## config.mk

```make
export PLATFORM = sky130hd
export DESIGN_NAME = cnn_dnn_sequencer
export DESIGN_NICKNAME = d
export VERILOG_FILES = /design/src/rtl/cnn_dnn_sequencer.sv
export SDC_FILE = /design/constraint.sdc
export NUM_CORES = 1
export LEC_CHECK = 0
export CAP_MARGIN = 15
export CORE_MARGIN = 8
export CORE_UTILIZATION = 48
export DETAILED_ROUTE_END_ITERATION = 10
export GPL_TIMING_DRIVEN = 0
export PLACE_DENSITY = 0.84
export SYNTH_ARGS = -nofsm -noshare
export SYNTH_HDL_FRONTEND = slang
export SYNTH_SLANG_ARGS = --single-unit
```

## constraint.sdc

```tcl
create_clock -name clk -period 3.1 [get_ports clk]
set_clock_uncertainty 0.2 [all_clocks]
set_input_delay 0.62 -clock clk [delete_from_list [all_inputs] [get_ports clk]]
set_output_delay 0.62 -clock clk [all_outputs]
set_load 0.02 [all_outputs]
```

## src/rtl/cnn_dnn_sequencer.sv

```systemverilog
// cnn_dnn_sequencer
//
// Drives a top_v2 CNN+DNN core through one inference:
//   1. LOAD      : streams weight row beats into each DNN layer in order and
//                  raises the matching one-hot load strobe one cycle later.
//   2. STREAM    : passes exactly one image of pixels to the core. The core's
//                  ready signal applies back-pressure combinationally.
//   3. WAIT_DONE : waits for the core's completion pulse.
//   4. FINISH    : one-cycle done pulse, then back to IDLE.
//
// Ports
//   clk, res_n                      clock, asynchronous active-low reset
//   start, skip_load                run request (IDLE only); skip_load keeps old weights
//   w_valid, w_data, w_ready        weight row beat source handshake
//   out_weights, out_load_weights   registered weight word and per-layer load strobe
//   px_valid, px_data, px_ready     pixel source handshake
//   core_ready, core_valid,
//   core_data, core_done            top_v2 pixel handshake and completion pulse
//   busy, done                      status: not idle / completion pulse
module cnn_dnn_sequencer #(
    parameter int NumLayers    = 2,
    parameter int MaxNumNerves = 4,
    parameter int M_W_BitSize  = 4,
    parameter int BitSize      = 4,
    parameter int ImageWidth   = 8,
    parameter int LoadRows [NumLayers-1:0] = '{4, 4}
) (
    input  logic                                clk,
    input  logic                                res_n,
    input  logic                                start,
    input  logic                                skip_load,
    input  logic                                w_valid,
    input  logic [MaxNumNerves*M_W_BitSize-1:0] w_data,
    output logic                                w_ready,
    output logic [MaxNumNerves*M_W_BitSize-1:0] out_weights,
    output logic [NumLayers-1:0]                out_load_weights,
    input  logic                                px_valid,
    input  logic [BitSize-1:0]                  px_data,
    output logic                                px_ready,
    input  logic                                core_ready,
    output logic                                core_valid,
    output logic [BitSize-1:0]                  core_data,
    input  logic                                core_done,
    output logic                                busy,
    output logic                                done
);

    localparam int NumPixels = ImageWidth * ImageWidth;

    function automatic int max_rows();
        int m = 1;
        for (int i = 0; i < NumLayers; i++) begin
            if (LoadRows[i] > m) m = LoadRows[i];
        end
        return m;
    endfunction

    localparam int RowW   = $clog2(max_rows() + 1);
    localparam int PixW   = $clog2(NumPixels + 1);
    localparam int LayerW = (NumLayers > 1) ? $clog2(NumLayers) : 1;

    typedef enum logic [2:0] {
        IDLE,
        LOAD,
        STREAM,
        WAIT_DONE,
        FINISH
    } state_e;

    state_e            state, state_nxt;
    logic [RowW-1:0]   row, row_nxt;
    logic [LayerW-1:0] layer, layer_nxt;
    logic [PixW-1:0]   pix_cnt, pix_nxt;
    logic              done_seen, done_seen_nxt;
    logic              w_accept;

    // NOTE: every signal written here gets a default first, so no path can
    // leave one unassigned and infer a latch.
    always_comb begin
        state_nxt     = state;
        row_nxt       = row;
        layer_nxt     = layer;
        pix_nxt       = pix_cnt;
        done_seen_nxt = done_seen;
        w_accept      = 1'b0;
        w_ready       = 1'b0;
        px_ready      = 1'b0;
        core_valid    = 1'b0;
        core_data     = '0;
        busy          = (state != IDLE);
        done          = 1'b0;

        case (state)
            IDLE: begin
                if (start) begin
                    if (skip_load) begin
                        state_nxt     = STREAM;
                        pix_nxt       = '0;
                        done_seen_nxt = 1'b0;
                    end else begin
                        state_nxt = LOAD;
                        row_nxt   = '0;
                        layer_nxt = '0;
                    end
                end
            end

            LOAD: begin
                w_ready  = 1'b1;
                w_accept = w_valid;
                if (w_accept) begin
                    if (int'(row) == LoadRows[layer] - 1) begin
                        row_nxt = '0;
                        if (int'(layer) == NumLayers - 1) begin
                            state_nxt     = STREAM;
                            pix_nxt       = '0;
                            done_seen_nxt = 1'b0;
                        end else begin
                            layer_nxt = layer + 1'b1;
                        end
                    end else begin
                        row_nxt = row + 1'b1;
                    end
                end
            end

            STREAM: begin
                px_ready   = core_ready;
                core_valid = px_valid & core_ready;
                core_data  = px_data;
                // Captured here as well as in WAIT_DONE so a completion pulse
                // that coincides with the last pixel is not lost.
                if (core_done) done_seen_nxt = 1'b1;
                if (px_valid && core_ready) begin
                    pix_nxt = pix_cnt + 1'b1;
                    if (int'(pix_cnt) == NumPixels - 1) state_nxt = WAIT_DONE;
                end
            end

            WAIT_DONE: begin
                if (core_done) done_seen_nxt = 1'b1;
                if (done_seen) state_nxt = FINISH;
            end

            FINISH: begin
                done      = 1'b1;
                state_nxt = IDLE;
            end

            default: state_nxt = IDLE;
        endcase
    end

    // NOTE: sequential state uses non-blocking assignments so every register
    // samples the pre-edge values regardless of statement order.
    always_ff @(posedge clk or negedge res_n) begin
        if (!res_n) begin
            state            <= IDLE;
            row              <= '0;
            layer            <= '0;
            pix_cnt          <= '0;
            done_seen        <= 1'b0;
            out_weights      <= '0;
            out_load_weights <= '0;
        end else begin
            state     <= state_nxt;
            row       <= row_nxt;
            layer     <= layer_nxt;
            pix_cnt   <= pix_nxt;
            done_seen <= done_seen_nxt;
            // The strobe is a one-cycle pulse per accepted beat; the weight
            // word holds between beats so the core sees stable data.
            if (w_accept) begin
                out_weights      <= w_data;
                out_load_weights <= NumLayers'(1) << layer;
            end else begin
                out_load_weights <= '0;
            end
        end
    end

endmodule

```

==> impl_metrics.csv <==
group,metric,value,unit
global_routing,grt_max_degree,23,
yosys,ys_seq_area_share,51.5,%
routing,met2_length,2.42,mm
global_routing,grt_pass1_vias,1417,
routing,dr_wl_met3,182,µm
routing,vias_per_cell,5.40,
sta,hold_ws,268,ps
floorplan,start_util,48.8,%
routing,wirelength,4.25,mm
final_layout,stdcell_count,252,
final_layout,nets,235,
sta,finalCritPeriodShare,93.7,%
cts,clkSinkCount,33,
yosys,syn-cell-area,0.00160,mm²
setup_path,path_max_fanout,9,
floorplan,ios,55,
setup_path,cp-start-kind,"flop",
floorplan,core,0.00328,mm²
routing,route.detailed.drc,0,
final_layout,area_growth,45.0,%
sta,rsz0062_at_grt,"no",
cts,clock_path_buffers,2,
setup_path,crit_type,"reg2out",
routing,ant_nets,0,
setup_path,r2r_cells,5,
sta,max_clock_freq,0.344,GHz
power,irDropWorstVdd,0.000496,V
sta,slew_viol_final,0,
sta,min_period,2900,ps
cts,cts-root-buf,"clkbuf_4",
cts,clkLatencyLatePin,330,ps
global_routing,overflow,0,
global_routing,grt_pass1_wl,6.87,mm
floorplan,dieWidth,73.8,µm
placed_design,port_buffers,54,
cts,numCtsBuffers,5,
run,cap_violations,0,
placed_design,place_ws,266,ps
cts,cts.clk_slew.worst_paths,100,ps
hold_path,min_path_cells,1,
routing,wl_per_cell,16.8,µm
yosys,synth-seq-cells,33,
sta,layout_setup_ws,196,ps
sta,fin_setup_tns,0,ps
routing,wl_met1,1.60,mm
placed_design,dp.final_hpwl,3.35,mm
placed_design,gp_congestion,0.827,
yosys,syn_area_per_cell,11.2,µm²
routing,drt_iter0_markers,95,
routing,firstDrtPassIters,4,
yosys,synth_fp_nets,173,
cts,cts_tree,"yes",
power,leakagePower,0.988,nW
routing,vias,1361,
sta,setup_viol_count_final,0,
final_layout,fillers,248,
setup_path,cp.arrival,2080,ps
cts,h-tree-depth,2,
floorplan,die_area,0.00544,mm²
final_layout,diodes,0,
sta,tightestPinTransition,663,ps
floorplan,row_count,21,
outcome,status,"completed",
sta,finalHoldViolCount,0,
global_routing,antenna_found_initial,0,
hold_path,min_path_type,"reg2reg",
final_layout,post_route_cells_drive_above_1_share,17.5,%
placed_design,dp.cells,244,
setup_path,crit_required,2280,ps
global_routing,grtUsageTotal,16.5,%
yosys,synth.distinct_cells,39,
final_layout,final_core_util,70.8,%
setup_path,worst_setup_path_end_kind,"primary output",
power,power_density,911,mW/mm²
sta,slew_headroom,55.6,%
floorplan,die_y,73.8,µm
yosys,synthCells,143,
yosys,ys_warn_count,0,
routing,routed.top_layer,"met4",
## path summary, 6_finish.rpt
kind	slack, ps	end	start
max	200	core_valid	state[2]
min	270	out_load_weights[0]	layer
max reg2reg	1090	pix_cnt[4]	row[0]
min in group asynchronous	480	pix_cnt[0]	res_n
max in group asynchronous	1680	out_weights[13]	res_n
min reg2reg	270	out_load_weights[0]	layer
## where the power goes
group          internal [W]  total, W  switching (W)  leakage [nW]
Sequential         0.000605  0.000725       0.000121         0.413
Clock              0.000193  0.000334       0.000142        0.0455
Combinational      0.000528   0.00106       0.000531         0.530
## kinds of logic after synthesis
kind of cell             after synthesis  synth area share, %
AND/OR/NAND/NOR                       54                 20.1
flip-flops                            33                 51.5
AO/OA/AOI/OAI                         26                 11.9
multiplexers                          16                 11.2
buffers and inverters                 12                 3.67
adder cells (fa/ha/maj)                2                 1.56
## state kept, by name, indices dropped and copies added (netlist names)
| register | flops |
|---|---|
| row | 3 |
| layer | 1 |
| out_load_weights | 2 |
| pix_cnt | 7 |
| state | 3 |
| done_seen | 1 |
| out_weights | 16 |
## cell usage after synthesis (all sizes together)
master,number,area share (%)
and4b,1,0.62
mux2,16,11
and3,6,2.3
o22a,1,0.55
nor3b,3,1.4
ha,2,1.6
a221o,1,0.62
clkbuf,1,0.23
nand2b,2,0.78
o31ai,2,0.94
nor4b,2,1.1
o21ai,3,0.94
o311ai,2,1.1
nor3,5,2.2
a31oi,2,0.78
a2111oi,1,0.55
a32o,1,0.62
nand4,2,0.78
nor2,8,1.9
a21oi,4,1.2
and4bb,1,0.78
a31o,1,0.55
a22oi,1,0.47
o41ai,1,0.55
and2,7,2.7
nor2b,3,1.2
dfrtp,33,52
or4,4,1.9
a311oi,1,0.55
o211ai,2,0.94
nand2,9,2.1
or3,1,0.39
a22o,1,0.55
inv,4,0.94
buf,7,2.5
o21a,2,0.94
## worst max-delay path, stage by stage, from the launching register on
cell and delay [ps]:
dfrtp_1 370, buf_2 180, nor3b_4 280, and3_1 180, buf_2 140, clkdlybuf4s50_1 610
## per-stage QoR
stage | power [W] | area [µm²]
floorplan | 0.00132 | 1600
global placement | 0.00173 | 2200
detailed placement | 0.00178 | 2230
CTS | 0.00212 | 2320
global route | 0.00225 | 2320
finish | 0.00212 | 2320
## placed cells by master (no fill, tap or decap), drive strengths merged, types with 2 or more instances in the layout
master / synthesis / routed
clkdlybuf4s50: 0 / 54
dfrtp: 33 / 33
mux2: 16 / 16
nand2: 9 / 9
nor2: 8 / 8
buf: 7 / 8
clkbuf: 1 / 8
and2: 7 / 7
and3: 6 / 6
nor3: 5 / 5
inv: 4 / 4
a21oi: 4 / 4
or4: 4 / 4
nor2b: 3 / 3
o21ai: 3 / 3
nor3b: 3 / 3
o21a: 2 / 2
nand2b: 2 / 2
nor4b: 2 / 2
a31oi: 2 / 2
nand4: 2 / 2
o31ai: 2 / 2
o311ai: 2 / 2
o211ai: 2 / 2
ha: 2 / 2
## metal layers
| layer | track usage (%) | vias to the layer above |
|---|---|---|
| met5 | 0 | - |
| met3 | 4.50 | 6 |
| met1 | 17.6 | 668 |
| met2 | 30.2 | 34 |
| met4 | 5.54 | 0 |
| li1 | - | 653 |
## repair_timing
item                                   in CTS  in global routing
setup endpoints to repair                   1                  1
endpoints found under the hold margin       0                  0
pin swaps                                   0                  0
buffers inserted                            0                  0
resized for setup                           1                  1
hold buffers                                0                  0
## layout make-up
class	count	area [µm²]	share of cell area, %
clock inverter	1	30.0	1.29
multi-input combinational	98	729	31.4
inverter	4	15.0	0.646
buffer	8	43.8	1.88
tap	46	57.6	2.48
timing repair buffer	55	568	24.4
sequential	33	826	35.5
clock buffer	7	55.1	2.37
Power figures use the tool's default switching activity.
